===== src/rtl/ddr_frame_burst_arbiter_pkg.sv =====
// Shared types and helpers for the DDR frame burst arbiter.
package ddr_frame_burst_arbiter_pkg;

  // Arbiter states: idle, or waiting for the controller to finish a write or read burst.
  typedef enum logic [1:0] {
    ARB_IDLE = 2'd0,
    WR_WAIT  = 2'd1,
    RD_WAIT  = 2'd2
  } arb_state_e;

  localparam logic [9:0]  DEF_BURST_LEN   = 10'd128;
  localparam logic [24:0] DEF_FRAME_WORDS = 25'd153600;  // 640x480x16b packed in 32b words

  // Burst length: the smaller of the burst limit and the words left in the frame,
  // truncated to the 10-bit length field.
  function automatic logic [9:0] min_len(input logic [31:0] max_len,
                                         input logic [31:0] remaining);
    if (remaining < max_len) begin
      return remaining[9:0];
    end
    return max_len[9:0];
  endfunction

endpackage


===== src/rtl/ddr_frame_burst_arbiter_ptr.sv =====
// Frame address pointer for one direction: holds the word offset into the frame,
// derives the next burst length, and advances/wraps when a burst finishes.
// A frame-start request that arrives while this side's burst is in flight is
// parked and replaces the advance once the burst finishes.
module frame_addr_ptr
  import ddr_frame_burst_arbiter_pkg::*;
#(
  parameter int                    ADDR_WIDTH  = 25,
  parameter logic [9:0]            BURST_LEN   = DEF_BURST_LEN,
  parameter logic [ADDR_WIDTH-1:0] FRAME_WORDS = ADDR_WIDTH'(DEF_FRAME_WORDS)
) (
  input  logic                  clk_i,
  input  logic                  rst_ni,
  input  logic                  start_i,       // restart the frame at offset 0
  input  logic                  busy_i,        // this side's burst is in flight
  input  logic                  finish_i,      // controller finished the burst
  output logic [ADDR_WIDTH-1:0] ptr_o,
  output logic [9:0]            len_o,
  output logic                  frame_done_o   // 1-cycle pulse after the last burst of a frame
);

  logic [ADDR_WIDTH-1:0] ptr_q, ptr_d;
  logic [ADDR_WIDTH-1:0] remaining;
  logic [ADDR_WIDTH-1:0] sum;
  logic                  pending_q, pending_d;
  logic                  done_q, done_d;

  // Words left in the frame; wraps to a large value if the pointer ever overshoots,
  // which simply selects the full burst length.
  assign remaining = FRAME_WORDS - ptr_q;
  assign len_o     = min_len(32'(BURST_LEN), 32'(remaining));
  assign sum       = ptr_q + ADDR_WIDTH'(len_o);

  // Next pointer: clear on start, advance or wrap on finish, park starts while busy.
  always_comb begin
    ptr_d     = ptr_q;
    pending_d = pending_q;
    done_d    = 1'b0;
    if (busy_i) begin
      if (start_i) begin
        pending_d = 1'b1;
      end
      if (finish_i) begin
        pending_d = 1'b0;
        if (pending_q || start_i) begin
          ptr_d = '0;
        end else if (sum >= FRAME_WORDS) begin
          ptr_d  = '0;
          done_d = 1'b1;
        end else begin
          ptr_d = sum;
        end
      end
    end else if (start_i) begin
      ptr_d = '0;
    end
  end

  // Pointer, pending-start and frame-done registers.
  always_ff @(posedge clk_i or negedge rst_ni) begin
    if (!rst_ni) begin
      ptr_q     <= '0;
      pending_q <= 1'b0;
      done_q    <= 1'b0;
    end else begin
      ptr_q     <= ptr_d;
      pending_q <= pending_d;
      done_q    <= done_d;
    end
  end

  assign ptr_o        = ptr_q;
  assign frame_done_o = done_q;

endmodule


===== src/rtl/ddr_frame_burst_arbiter.sv =====
// Turns camera write-FIFO and Ethernet read-FIFO levels into DDR burst requests,
// one burst at a time, with strict write priority so the camera never stalls.
module ddr_frame_burst_arbiter
  import ddr_frame_burst_arbiter_pkg::*;
#(
  parameter int                    MEM_DATA_WIDTH = 32,
  parameter int                    ADDR_WIDTH     = 25,
  parameter int                    FIFO_AW        = 10,
  parameter logic [9:0]            BURST_LEN      = DEF_BURST_LEN,
  parameter logic [ADDR_WIDTH-1:0] FRAME_WORDS    = ADDR_WIDTH'(DEF_FRAME_WORDS),
  parameter logic [ADDR_WIDTH-1:0] WR_BASE        = '0,
  parameter logic [ADDR_WIDTH-1:0] RD_BASE        = '0
) (
  input  logic                      MEM_CLK,
  input  logic                      RST_N,
  input  logic [FIFO_AW-1:0]        WR_FIFO_USEDW,
  output logic                      WR_FIFO_RDREQ,
  input  logic [MEM_DATA_WIDTH-1:0] WR_FIFO_Q,
  input  logic [FIFO_AW-1:0]        RD_FIFO_USEDW,
  output logic                      RD_FIFO_WRREQ,
  output logic [MEM_DATA_WIDTH-1:0] RD_FIFO_DATA,
  input  logic                      WR_FRAME_START,
  input  logic                      RD_FRAME_START,
  output logic                      WR_FRAME_DONE,
  output logic                      RD_FRAME_DONE,
  output logic                      FRAME_VALID,
  output logic                      WR_BURST_REQ,
  output logic [9:0]                WR_BURST_LEN,
  output logic [ADDR_WIDTH-1:0]     WR_BURST_ADDR,
  output logic [MEM_DATA_WIDTH-1:0] WR_BURST_DATA,
  input  logic                      WR_BURST_DATA_REQ,
  output logic                      RD_BURST_REQ,
  output logic [9:0]                RD_BURST_LEN,
  output logic [ADDR_WIDTH-1:0]     RD_BURST_ADDR,
  input  logic [MEM_DATA_WIDTH-1:0] RD_BURST_DATA,
  input  logic                      RD_BURST_DATA_VALID,
  input  logic                      WR_FINISH,
  input  logic                      RD_FINISH,
  input  logic                      BURST_IDLE
);

  arb_state_e            state_q, state_d;
  logic                  wr_req_q, wr_req_d;
  logic [9:0]            wr_len_q, wr_len_d;
  logic [ADDR_WIDTH-1:0] wr_addr_q, wr_addr_d;
  logic                  rd_req_q, rd_req_d;
  logic [9:0]            rd_len_q, rd_len_d;
  logic [ADDR_WIDTH-1:0] rd_addr_q, rd_addr_d;
  logic                  frame_valid_q;

  logic [ADDR_WIDTH-1:0] wr_ptr, rd_ptr;
  logic [9:0]            wr_len, rd_len;
  logic                  wr_done, rd_done;
  logic [FIFO_AW-1:0]    rd_free;
  logic                  wr_eligible, rd_eligible;

  frame_addr_ptr #(
    .ADDR_WIDTH  (ADDR_WIDTH),
    .BURST_LEN   (BURST_LEN),
    .FRAME_WORDS (FRAME_WORDS)
  ) u_wr_ptr (
    .clk_i        (MEM_CLK),
    .rst_ni       (RST_N),
    .start_i      (WR_FRAME_START),
    .busy_i       (state_q == WR_WAIT),
    .finish_i     (WR_FINISH),
    .ptr_o        (wr_ptr),
    .len_o        (wr_len),
    .frame_done_o (wr_done)
  );

  frame_addr_ptr #(
    .ADDR_WIDTH  (ADDR_WIDTH),
    .BURST_LEN   (BURST_LEN),
    .FRAME_WORDS (FRAME_WORDS)
  ) u_rd_ptr (
    .clk_i        (MEM_CLK),
    .rst_ni       (RST_N),
    .start_i      (RD_FRAME_START),
    .busy_i       (state_q == RD_WAIT),
    .finish_i     (RD_FINISH),
    .ptr_o        (rd_ptr),
    .len_o        (rd_len),
    .frame_done_o (rd_done)
  );

  // Write side needs a whole burst already buffered; read side needs room for a whole burst.
  assign rd_free     = {FIFO_AW{1'b1}} - RD_FIFO_USEDW;
  assign wr_eligible = 32'(WR_FIFO_USEDW) >= 32'(wr_len);
  assign rd_eligible = FRAME_VALID && (32'(rd_free) >= 32'(rd_len));

  // Arbitration FSM: launch one burst from idle, then wait for its finish.
  always_comb begin
    state_d   = state_q;
    wr_req_d  = 1'b0;
    wr_len_d  = wr_len_q;
    wr_addr_d = wr_addr_q;
    rd_req_d  = 1'b0;
    rd_len_d  = rd_len_q;
    rd_addr_d = rd_addr_q;
    case (state_q)
      ARB_IDLE: begin
        if (BURST_IDLE) begin
          if (wr_eligible) begin
            // A coinciding frame start moves the pointer first; the launch retries next cycle.
            if (!WR_FRAME_START) begin
              wr_req_d  = 1'b1;
              wr_len_d  = wr_len;
              wr_addr_d = WR_BASE + wr_ptr;
              state_d   = WR_WAIT;
            end
          end else if (rd_eligible && !RD_FRAME_START) begin
            rd_req_d  = 1'b1;
            rd_len_d  = rd_len;
            rd_addr_d = RD_BASE + rd_ptr;
            state_d   = RD_WAIT;
          end
        end
      end
      WR_WAIT: begin
        if (WR_FINISH) begin
          state_d = ARB_IDLE;
        end
      end
      RD_WAIT: begin
        if (RD_FINISH) begin
          state_d = ARB_IDLE;
        end
      end
      default: state_d = ARB_IDLE;
    endcase
  end

  // State and registered burst-request outputs; reset abandons any burst in flight.
  always_ff @(posedge MEM_CLK or negedge RST_N) begin
    if (!RST_N) begin
      state_q   <= ARB_IDLE;
      wr_req_q  <= 1'b0;
      wr_len_q  <= '0;
      wr_addr_q <= '0;
      rd_req_q  <= 1'b0;
      rd_len_q  <= '0;
      rd_addr_q <= '0;
    end else begin
      state_q   <= state_d;
      wr_req_q  <= wr_req_d;
      wr_len_q  <= wr_len_d;
      wr_addr_q <= wr_addr_d;
      rd_req_q  <= rd_req_d;
      rd_len_q  <= rd_len_d;
      rd_addr_q <= rd_addr_d;
    end
  end

  // Sticky flag: a complete frame has been written at least once.
  always_ff @(posedge MEM_CLK or negedge RST_N) begin
    if (!RST_N) begin
      frame_valid_q <= 1'b0;
    end else begin
      frame_valid_q <= frame_valid_q | wr_done;
    end
  end

  // OR in the done pulse so FRAME_VALID rises together with WR_FRAME_DONE.
  assign FRAME_VALID   = frame_valid_q | wr_done;
  assign WR_FRAME_DONE = wr_done;
  assign RD_FRAME_DONE = rd_done;

  assign WR_BURST_REQ  = wr_req_q;
  assign WR_BURST_LEN  = wr_len_q;
  assign WR_BURST_ADDR = wr_addr_q;
  assign RD_BURST_REQ  = rd_req_q;
  assign RD_BURST_LEN  = rd_len_q;
  assign RD_BURST_ADDR = rd_addr_q;

  // Data paths: strobes only pass while the matching burst is in flight.
  assign WR_FIFO_RDREQ = (state_q == WR_WAIT) && WR_BURST_DATA_REQ;
  assign WR_BURST_DATA = WR_FIFO_Q;
  assign RD_FIFO_WRREQ = (state_q == RD_WAIT) && RD_BURST_DATA_VALID;
  assign RD_FIFO_DATA  = RD_BURST_DATA;

endmodule


===== config.mk =====
export PLATFORM = sky130hd
export DESIGN_NAME = ddr_frame_burst_arbiter
export DESIGN_NICKNAME = d
export VERILOG_FILES = /design/src/rtl/ddr_frame_burst_arbiter_pkg.sv /design/src/rtl/ddr_frame_burst_arbiter_ptr.sv /design/src/rtl/ddr_frame_burst_arbiter.sv
export SDC_FILE = /design/constraint.sdc
export NUM_CORES = 1
export LEC_CHECK = 0
export BUFFER_PORTS_ARGS = -buffer_cell sky130_fd_sc_hd__buf_4
export CORE_UTILIZATION = 30
export DETAILED_ROUTE_END_ITERATION = 12
export SLEW_MARGIN = 10
export SYNTH_ARGS = -nofsm -noshare
export SYNTH_HDL_FRONTEND = slang
export SYNTH_SLANG_ARGS = --single-unit

===== constraint.sdc =====
create_clock -name MEM_CLK -period 8.4 [get_ports MEM_CLK]
set_clock_uncertainty 0.05 [all_clocks]
set_input_delay 1.68 -clock MEM_CLK [delete_from_list [all_inputs] [get_ports MEM_CLK]]
set_output_delay 1.68 -clock MEM_CLK [all_outputs]
set_load 0.005 [all_outputs]

==> impl_results.md, run 1 <==
- Final std cells w/o fill: 1,438
- Starting density of the core: 30.5%
- Buffers from clock root to sink, at most: 2
- Setup repair after global routing missed its margin: false
- Pint: 0.00122 W
- Full die area: 31,800 sq um
- Number of synthesized flops with an enable pin: 0
- Clock input transition at the sequential cells of the worst setup and hold paths: 0.06 ns
- Latest clock arrival within the worst-skew pair: 0.44 ns
- Leading cell types in the layout, fill and taps excluded: 129 x dfrtp_1, 110 x buf_4, 80 x nand2_1, 67 x mux2_2, 53 x nor2_1
- CTS Root Buffer Type: clkbuf_16
- Peak clock frequency supported by timing: 0.141 GHz
- Worst Setup Start Kind: flop
- Post-Route Utilization: 34.7%
- Area of the core: 30,600 sq um
- Async set or reset register ratio after synthesis: 100%
- Cells resized by post-CTS repair: 0
- Total net switching power: 0.000346 W
- Period utilization: 84.4%
- CTS Buf Count: 17
- Biggest fanout along the worst timing path: 17
- Dpl cells: 1,406
- Fraction of final layout cells with drive strength greater than 1: 23.6%
- Final sum of negative setup slack: 0 ns
- Power density over the cells: 148 nW/um^2
- Number of global-route vias before repair: 7,394
- Half-perimeter wire length after placement: 18.3 mm
- Setup bufs post-CTS: 0
- Overall global routing resource usage: 16.3%
- Class of the tightest hold or removal check: flop to flop
- Avg Inst Size Synth: 9.12 sq um
- Antenna cells: 0
- Flip-flop and latch count after synthesis: 129
- Total setup violations reported at the end of the flow: 0
- Clock sink count: 129
- Level count of the clock H-tree: 4
- X dimension of the die: 178 microns
- Gpl congestion: 0.917
- Remaining global-route overflow: 0
- Hold Buf Count CTS: 0
- Initial drt markers: 624
- Most common cell after layout, fill and taps aside: dfrtp_1
- Antenna violations before repair: 0
- Min Clock Period, post-route: 7.09 ns
- Hold slack final: 0.446 ns
- Global-route wire length before repair: 40.3 mm
- Maximum cell stage delay along the critical path: 0.64 ns
- Switching share of total power: 22.1%
- Lkg Pwr: 5.11 nW
- Number of violations of the max-capacitance limit: 0
- Slew HR: 25.0%
- Footprint of the multi-input gates: 5210 sq um
- Final Max Tran Viols: 0
- Critical path data required time: 8.70 ns
- Via density per instance: 5.43
- I/O pin total: 234
- Final hold violations: 0
- Critical path class: flop to flop
- Detail Route Antenna Nets: 0
- Maximum number of pins on one net before global-route repair: 78
- Area added between synthesis and finish: 13.9%
- Sequential power share: 40.7%
- Share of the yosys chip area belonging to registers: 34.6%
- Unique cell type count in the Yosys netlist: 94
- Buffers plus inverters on the worst setup path: 1
- Worst VDD drop: 0.000135 V
- Cells along the critical path: nor4_1, nand4_1, nand4_1, nor4bb_1, o21ai_0, nor2_2, clkinv_1, nor2_1, ha_1, a21o_1, a21oi_1, o21bai_1, a21oi_1, nand2b_1, o41ai_2, a221oi_1, nor4_1, o22ai_2, a41oi_4, or3_1, o21ai_1
- DRC violations left: 0
- IO buf count: 105
- Count of warnings emitted by yosys: 0
- Combinational group share of total power: 6.1%
- Net count, final: 1,159
- Worst-path cell with the longest stage delay: a221oi_1
- DIE HEIGHT: 178 microns
- TritonCTS clock tree: yes
- Transition at the pin with the smallest max-transition slack: 1.12 ns
- Arrival time at the worst endpoint: 7.39 ns
- Std-Cell Rows: 64
- Part of the total power dissipated in the clock network: 53.2%
- Cell type group with the largest total delay on the critical path: simple AND/OR/NAND/NOR gates
- Most frequently used flop master after synthesis: dfrtp_1
- Critical path endpoint category: flop
- Total iterations of the first detailed-routing run: 5
- Via count: 7,803
- Routed WL per cell: 17.6 microns
- Final wirelength: 25.2 mm
- Synthesized instance count: 1,023
- Sequential cell area: 3230 sq um
- Post-synthesis instance area: 9330 sq um
- Filler Cells Inserted: 3,142
- Outcome: finished clean
-- final timing paths --
kind | from | end | slack [ns] | depth (start not counted)
max | u_wr_ptr.ptr_o[13]$_DFFE_PN0P_ | u_wr_ptr.ptr_o[3]$_DFFE_PN0P_ | 1.31 | 21
min reg2reg | RD_BURST_LEN[9]$_DFFE_PN0P_ | RD_BURST_LEN[9]$_DFFE_PN0P_ | 0.45 | 1
min in group asynchronous | RST_N | WR_BURST_ADDR[18]$_DFFE_PN0P_ | 1.14 | 1
min | RD_BURST_LEN[9]$_DFFE_PN0P_ | RD_BURST_LEN[9]$_DFFE_PN0P_ | 0.45 | 1
max reg2reg | u_wr_ptr.ptr_o[13]$_DFFE_PN0P_ | u_wr_ptr.ptr_o[3]$_DFFE_PN0P_ | 1.31 | 21
max in group asynchronous | RST_N | u_rd_ptr.ptr_o[0]$_DFFE_PN0P_ | 5.78 | 2
-- kinds of logic after synthesis --
| family | Yosys count | synth area share [%] |
|---|---|---|
| xor gates and xnor gates | 28 | 2.63 |
| other | 2 | 0.0805 |
| AOI/OAI and AO/OA | 227 | 18.0 |
| DFF | 129 | 34.6 |
| buffers and inverters | 174 | 9.87 |
| muxes | 76 | 9.05 |
| and+or+nand+nor | 350 | 20.6 |
| adders and majority gates | 37 | 5.12 |
-- flip-flops by register name (all words and copies together) (netlist names) --
name	cells
RD_BURST_ADDR	25
WR_BURST_REQ	1
u_wr_ptr.frame_done_o	1
u_wr_ptr.pending_q	1
WR_BURST_ADDR	25
u_wr_ptr.ptr_o	25
u_rd_ptr.pending_q	1
u_rd_ptr.ptr_o	25
u_rd_ptr.frame_done_o	1
WR_BURST_LEN	10
RD_BURST_LEN	10
state_q	2
frame_valid_q	1
RD_BURST_REQ	1
-- per-layer routing --
metal,global-route usage (%),up-vias,part of all wire [%],routed length (microns)
met5,0,-,0,0
met4,5.93,0,1.4,355
met3,3.50,28,5.6,1420
met2,26.2,273,48,12000
met1,21.3,3815,45,11400
li1,-,3687,-,-
-- cells in the mapped netlist (5+ instances only) --
cell type / count / area share, %
and3_1: 29 / 1.9
or3_1: 11 / 0.74
ha_1: 35 / 4.7
nand2b_1: 10 / 0.67
buf_4: 65 / 5.2
xnor2_1: 15 / 1.4
nand4_1: 14 / 0.94
a31oi_1: 13 / 0.87
o221ai_1: 10 / 0.94
and2_1: 20 / 1.3
mux2i_1: 9 / 0.97
buf_2: 9 / 0.48
dfrtp_1: 129 / 35
clkbuf_1: 50 / 2.0
nor4_1: 15 / 1.0
o21ai_1: 7 / 0.38
mux2_2: 67 / 8.1
o21ai_0: 36 / 1.9
nor2b_1: 11 / 0.74
nor3b_1: 5 / 0.40
or2_2: 7 / 0.47
nor2_1: 54 / 2.2
o22ai_1: 8 / 0.54
nor3_1: 26 / 1.4
xor2_1: 13 / 1.2
nor4b_1: 5 / 0.47
or4_1: 5 / 0.40
inv_1: 45 / 1.8
nand2_1: 80 / 3.2
nand3_1: 29 / 1.6
a21o_1: 36 / 2.9
a21oi_1: 36 / 1.9
-- power groups by stage --
stage / logic, W / clock network, W / registers [W]
floorplan: 0.0000717 / 0 / 0.000649
global placement: 0.0000961 / 0 / 0.000650
detailed placement: 0.0000970 / 0 / 0.000651
CTS: 0.0000974 / 0.000863 / 0.000639
global route: 0.000109 / 0.000885 / 0.000641
finish: 0.0000954 / 0.000835 / 0.000640
-- through the flow --
step | area [sq um] | setup slack (ns) | power, W
6_report | 10600 | 1.31 | 0.00157
3_3_place_gp | 9940 | 1.64 | 0.000746
3_5_place_dp | 9940 | 1.30 | 0.000748
4_1_cts | 10600 | 1.30 | 0.00160
5_1_grt | 10600 | 0.707 | 0.00163
2_1_floorplan | 9340 | 2.59 | 0.000721
-- area by class of cell --
type | instances | share of cell area, %
clock buffers | 20 | 4.39
clock inverters | 12 | 1.92
inverters | 47 | 1.71
multi-input cells | 723 | 49.0
flip-flops and latches | 129 | 30.4
well taps | 396 | 4.66
repair buffers | 111 | 7.88
No activity file was read; power rests on OpenSTA's default activity.
==> run 2, diff against run 1 <==
Clock period 8.4 ns to 6.89 ns, I/O delays scaled along.
==> run 2 against run 1 <==
Effect of this change:
- clock-buffer cell count unchanged
- worst setup slack worse by 0.74 ns
- via count up 1.2%
- utilization up 0.37 points
- largest cell class unchanged
- non-clock buffer count up 20
==> impl_results.md, run 2 (same netlist as run 1, synthesis figures left out) <==
- Setup repair after global routing missed its margin: false
- Worst Setup Start Kind: flop
- Hold path start: RD_BURST_LEN[8]$_DFFE_PN0P_
- Most common cell after layout, fill and taps aside: buf_4
- Power density over the cells: 169 nW/um^2 (+15%)
- Global-route wire length before repair: 41.4 mm (+2.7%)
- Latest clock arrival within the worst-skew pair: 0.44 ns (about the same)
- Remaining global-route overflow: 0 (unchanged)
- Routed WL per cell: 17.9 microns (+2.0%)
- Net count, final: 1,179 (+1.7%)
- Period utilization: 91.7% (+7.3 points)
- Area of the core: 30,600 sq um (unchanged)
- Via count: 7,895 (+1.2%)
- Total setup violations reported at the end of the flow: 0 (unchanged)
- X dimension of the die: 178 microns (unchanged)
- Setup bufs post-CTS: 0 (unchanged)
- CTS Buf Count: 17 (unchanged)
- Leading cell types in the layout, fill and taps excluded: 130 x buf_4, 129 x dfrtp_1, 80 x nand2_1, 67 x mux2_2, 53 x nor2_1
- Number of global-route vias before repair: 7,441 (+0.64%)
- Antenna violations before repair: 0 (unchanged)
- IO buf count: 105 (unchanged)
- Final sum of negative setup slack: 0 ns (unchanged)
- Starting density of the core: 30.5% (unchanged)
- Buffers from clock root to sink, at most: 2 (unchanged)
- Critical path class: flop to flop
- Arrival time at the worst endpoint: 6.65 ns (-0.74 ns)
- Final wirelength: 26.1 mm (+3.4%)
- Total iterations of the first detailed-routing run: 5 (unchanged)
- Maximum number of pins on one net before global-route repair: 78 (unchanged)
- Clock sink count: 129 (unchanged)
- Detail Route Antenna Nets: 0 (unchanged)
- Outcome: finished clean
- Critical path data required time: 7.22 ns (-1.48 ns)
- Worst setup path startpoint: u_wr_ptr.ptr_o[0]$_DFFE_PN0P_
- DRC violations left: 0 (unchanged)
- Half-perimeter wire length after placement: 19.0 mm (+3.5%)
- Full die area: 31,800 sq um (unchanged)
- Number of violations of the max-capacitance limit: 0 (unchanged)
- Final hold violations: 0 (unchanged)
- Via density per instance: 5.41 (-0.21%)
- Min Clock Period, post-route: 6.32 ns (-0.771 ns)
- Overall global routing resource usage: 16.9% (+0.63 points)
- Hold slack final: 0.433 ns (-0.0128 ns)
- Worst VDD drop: 0.000189 V (+41%)
- Std-Cell Rows: 64 (unchanged)
- Initial drt markers: 675 (+8.2%)
- CTS Root Buffer Type: clkbuf_16
- I/O pin total: 234 (unchanged)
- Biggest fanout along the worst timing path: 10 (-7)
- DIE HEIGHT: 178 microns (unchanged)
- Area added between synthesis and finish: 15.1%
- Dpl cells: 1,426 (+1.4%)
- Fraction of final layout cells with drive strength greater than 1: 25.5% (+1.9 points)
- Peak clock frequency supported by timing: 0.158 GHz (+12%)
- Critical path endpoint category: flop
- Class of the tightest hold or removal check: flop to flop
- Final std cells w/o fill: 1,458 (+1.4%)
- Level count of the clock H-tree: 4 (unchanged)
- Reg2Reg Launch Point: u_wr_ptr.ptr_o[0]$_DFFE_PN0P_
- Antenna cells: 0 (unchanged)
- Transition at the pin with the smallest max-transition slack: 1.20 ns (+0.0771 ns)
- TritonCTS clock tree: yes
- Gpl congestion: 0.885 (-3.5%)
- Slew HR: 19.4% (-5.6 points)
- Final Max Tran Viols: 0 (unchanged)
- Lkg Pwr: 5.18 nW (+1.4%)
- Clock input transition at the sequential cells of the worst setup and hold paths: 0.06 ns (about the same)
## run 2: changes by cell type in the layout (fill, tap and decap cells not counted), moves of 2 or more
cell / change
clkinvlp_4: +4
nor3_1: -2
bufinv_16: -3
buf_4: +20
nor3_2: +2
## run 2: critical path, stage by stage (launching register included)
cell,delay (ns)
dfrtp_1,0.46
inv_1,0.14
ha_1,0.20
or3b_1,0.48
a2111oi_2,0.39
nor2_1,0.10
nor3b_2,0.21
o2111ai_1,0.20
nor2_2,0.19
clkinv_1,0.25
nor2_1,0.28
ha_1,0.31
a21o_1,0.20
a21oi_1,0.23
o21bai_1,0.10
a21oi_1,0.15
buf_4,0.16
nand2b_1,0.14
o41ai_2,0.13
o211a_1,0.32
or3b_1,0.36
o32ai_1,0.27
o22ai_2,0.21
buf_4,0.22
o41ai_1,0.37
a21o_1,0.16
## run 2: final timing paths
check                                                       to  slack (ns)  cells past startpoint
worst max-delay path            u_wr_ptr.ptr_o[10]$_DFFE_PN0P_        0.57                     25
worst min-delay path               RD_BURST_LEN[8]$_DFFE_PN0P_        0.43                      1
worst max register to register  u_wr_ptr.ptr_o[10]$_DFFE_PN0P_        0.57                     25
worst min register to register     RD_BURST_LEN[8]$_DFFE_PN0P_        0.43                      1
max in group asynchronous         RD_BURST_ADDR[1]$_DFFE_PN0P_        4.54                      2
min in group asynchronous        WR_BURST_ADDR[18]$_DFFE_PN0P_        0.82                      1
## run 2: routing by layer
layer | up-vias | wire, microns | global-route usage (%)
met4 | 0 | 400 | 5.86
met2 | 274 | 12500 | 27.1
met3 | 27 | 1420 | 3.43
met1 | 3860 | 11800 | 22.5
li1 | 3734 | - | -
met5 | - | 0 | 0
## run 2: report_power, final
group	switching (W)	total, W	internal (W)
combinational	0.0000705	0.000121	0.0000504
sequential	0.00000850	0.000779	0.000770
clock	0.000366	0.000917	0.000551
total	0.000445	0.00182	0.00137
## run 2: area by class of cell
class / count / area [sq um]
Clock buffer: 20 / 457
Clock inverter: 12 / 135
Fill cell: 3095 / 19900
Inverter: 47 / 181
Multi-Input combinational cell: 723 / 5250
Sequential cell: 129 / 3230
Tap cell: 396 / 495
Timing Repair Buffer: 131 / 987
## run 2: what timing repair did
| action | CTS | global route |
|---|---|---|
| resized for setup | 0 | 10 |
| setup endpoints to repair | 0 | 33 |
| hold buffers | 0 | 0 |
| hold endpoints to repair | 0 | 0 |
## run 2: per-stage QoR
step	instance area (sq um)	power, W	utilization [%]	worst slack, ns
finish	10700	0.00182	35.1	0.572
global route	10700	0.00189	35.1	0.0249
CTS	10700	0.00184	34.9	0.251
detailed placement	10100	0.000914	33.0	0.278
global placement	10100	0.000913	33.0	0.335
floorplan	9340	0.000879	-	1.08
==> run 3, diff against run 2 <==
Settings changed: CORE_UTILIZATION 30 to 55, PLACE_DENSITY set to 0.82.
==> run 3 against run 2 <==
Effect of this change:
- utilization up 28 points
- cell area down 2.5%
- sequential cell count unchanged
- hold slack better by 0.0040 ns
- via count up 2.7%
- critical path depth down 3
- total power up 2.8%
- clock power up 6.1%
- sequential share of layout area up 0.76 points
- die area down 45%
- critical path type unchanged
- highest routed layer unchanged
==> impl_results.md, run 3 (same netlist as run 1, synthesis figures left out) <==
- Filler Cells Inserted: 1,355 (-56%)
- Slew HR: 24.6% (+5.1 points)
- Starting density of the core: 56.3% (+26 points)
- Number of violations of the max-capacitance limit: 0 (unchanged)
- Clock sink count: 129 (unchanged)
- DIE HEIGHT: 132 microns (-26%)
- Final hold violations: 0 (unchanged)
- Total setup violations reported at the end of the flow: 0 (unchanged)
- Period utilization: 93.9% (+2.2 points)
- Final wirelength: 24.3 mm (-7.0%)
- Global-route wire length before repair: 39.6 mm (-4.4%)
- Total iterations of the first detailed-routing run: 6 (+1)
- I/O pin total: 234 (unchanged)
- Antenna cells: 0 (unchanged)
- Critical path endpoint category: flop
- Via density per instance: 6.35 (+17%)
- Outcome: finished clean
- Final Max Tran Viols: 0 (unchanged)
- Hold Path Depth: 1 (unchanged)
- Number of global-route vias before repair: 7,775 (+4.5%)
- Net count, final: 1,173 (-0.51%)
- Half-perimeter wire length after placement: 17.3 mm (-9.2%)
- Full die area: 17,500 sq um (-45%)
- CTS Root Buffer Type: clkbuf_16
- Leading cell types in the layout, fill and taps excluded: 129 x dfrtp_1, 124 x buf_4, 80 x nand2_1, 67 x mux2_2, 52 x nor2_1
- X dimension of the die: 132 microns (-26%)
- DRC violations left: 0 (unchanged)
- Critical path class: flop to flop
- Overall global routing resource usage: 28.5% (+12 points)
- Transition at the pin with the smallest max-transition slack: 1.12 ns (-0.0763 ns)
- Via count: 8,105 (+2.7%)
- Maximum number of pins on one net before global-route repair: 75 (-3.8%)
- Lkg Pwr: 5.16 nW (-0.51%)
- Biggest fanout along the worst timing path: 17 (+7)
- Peak clock frequency supported by timing: 0.155 GHz (-2.3%)
- Min Clock Period, post-route: 6.47 ns (+0.151 ns)
- Clock input transition at the sequential cells of the worst setup and hold paths: 0.06 ns (about the same)
- Most common cell after layout, fill and taps aside: dfrtp_1
- Area of the core: 16,600 sq um (-46%)
- Hold Buf Count CTS: 0 (unchanged)
- Setup repair after global routing missed its margin: false
- IO buf count: 105 (unchanged)
- Worst r2r path cells: 22 (-12%)
- Power density over the cells: 178 nW/um^2 (+5.4%)
- Footprint of the multi-input gates: 5210 sq um (-0.83%)
- Critical path data required time: 7.19 ns (-0.03 ns)
- Final sum of negative setup slack: 0 ns (unchanged)
- Gpl congestion: 0.943 (+6.5%)
- Latest clock arrival within the worst-skew pair: 0.43 ns (about the same)
- Overall power consumption: 0.00187 W (+2.8%)
- CTS Buf Count: 17 (unchanged)
- TritonCTS clock tree: yes
- Level count of the clock H-tree: 4 (unchanged)
- Initial drt markers: 801 (+19%)
- Worst Setup Start Kind: flop
- Worst VDD drop: 0.000166 V (-12%)
- Post-Route Utilization: 63.1% (+28 points)
- Antenna violations before repair: 0 (unchanged)
- Std-Cell Rows: 47 (-27%)
- Buffers from clock root to sink, at most: 2 (unchanged)
- Arrival time at the worst endpoint: 6.76 ns (+0.11 ns)
- Routed WL per cell: 19.0 microns (+6.3%)
- Sequential cell area: 3230 sq um (unchanged)
- Fraction of final layout cells with drive strength greater than 1: 24.6% (-0.90 points)
- Remaining global-route overflow: 0 (unchanged)
- Detail Route Antenna Nets: 0 (unchanged)
- Class of the tightest hold or removal check: flop to flop
- Area added between synthesis and finish: 12.2%
[run 3: cell types whose count changed in the layout (fill, tap and decap cells not counted), moves of 2 or more]
cell and delta:
buf_4 -6, bufinv_16 +2, clkinv_4 -2, nor3_1 +2, nor3_2 -2
[run 3: what timing repair did]
action	in CTS	in global routing
endpoints found under the hold margin	0	0
setup buffers	0	0
gates resized for setup	0	2
setup endpoints to repair	0	12
[run 3: area by class of cell]
| cell class | instances | share of cell area, % |
|---|---|---|
| sequential | 129 | 30.8 |
| multi-input combinational | 723 | 49.7 |
| clock inverter | 13 | 1.76 |
| tap | 220 | 2.63 |
| inverter | 47 | 1.73 |
| timing repair buffer | 125 | 9.00 |
| clock buffer | 19 | 4.33 |
[run 3: critical path, stage by stage, from the launching register on]
cell and delay (ns):
dfrtp_1 0.52, nor4_1 0.65, nand4_1 0.41, nand4_1 0.19, nor4bb_1 0.34, o21ai_0 0.21
nor2_2 0.14, clkinv_1 0.24, nor3_1 0.40, ha_1 0.33, a21oi_1 0.23, o21bai_1 0.09
a21oi_1 0.14, buf_4 0.16, nand2b_1 0.16, o41ai_2 0.13, o211a_1 0.32, or3b_1 0.36
o32ai_1 0.25, o22ai_1 0.10, buf_4 0.20, or3_1 0.56, o21ai_1 0.21
[run 3: layer usage]
metal  track usage, %  share of wire (%)  vias up
li1                 -                  -     3706
met1             38.0                 43     3928
met2             45.0                 47      406
met3             5.19                7.4       65
met4             13.2                2.9        0
met5                0                  0        -
[run 3: power by group]
group	internal, W	total, W	switching, W
logic	0.0000487	0.000117	0.0000681
clock network	0.000624	0.000973	0.000349
registers	0.000770	0.000779	0.00000831
total	0.00144	0.00187	0.000425
[run 3: final timing paths]
kind                                                start                             end  slack, ns
setup reg to reg           u_wr_ptr.ptr_o[13]$_DFFE_PN0P_   u_wr_ptr.ptr_o[3]$_DFFE_PN0P_       0.42
hold / removal                     state_q[0]$_DFFE_PN0P_          state_q[1]$_DFFE_PN0P_       0.44
setup / recovery           u_wr_ptr.ptr_o[13]$_DFFE_PN0P_   u_wr_ptr.ptr_o[3]$_DFFE_PN0P_       0.42
min in group asynchronous                           RST_N     RD_BURST_LEN[7]$_DFFE_PN0P_       0.85
hold reg to reg                    state_q[0]$_DFFE_PN0P_          state_q[1]$_DFFE_PN0P_       0.44
max in group asynchronous                           RST_N  u_rd_ptr.ptr_o[23]$_DFFE_PN0P_       4.60
[run 3: through the flow]
step | hold WS [ns] | instances | area, sq um | setup WS [ns]
4_1_cts | 0.436 | 1276 | 10500 | 0.453
6_report | 0.437 | 1276 | 10500 | 0.422
3_3_place_gp | 0.418 | 1244 | 9830 | 0.595
3_5_place_dp | 0.426 | 1244 | 9830 | 0.486
5_1_grt | 0.457 | 1276 | 10500 | 0.0155
2_1_floorplan | 0.394 | 1026 | 9340 | 1.08
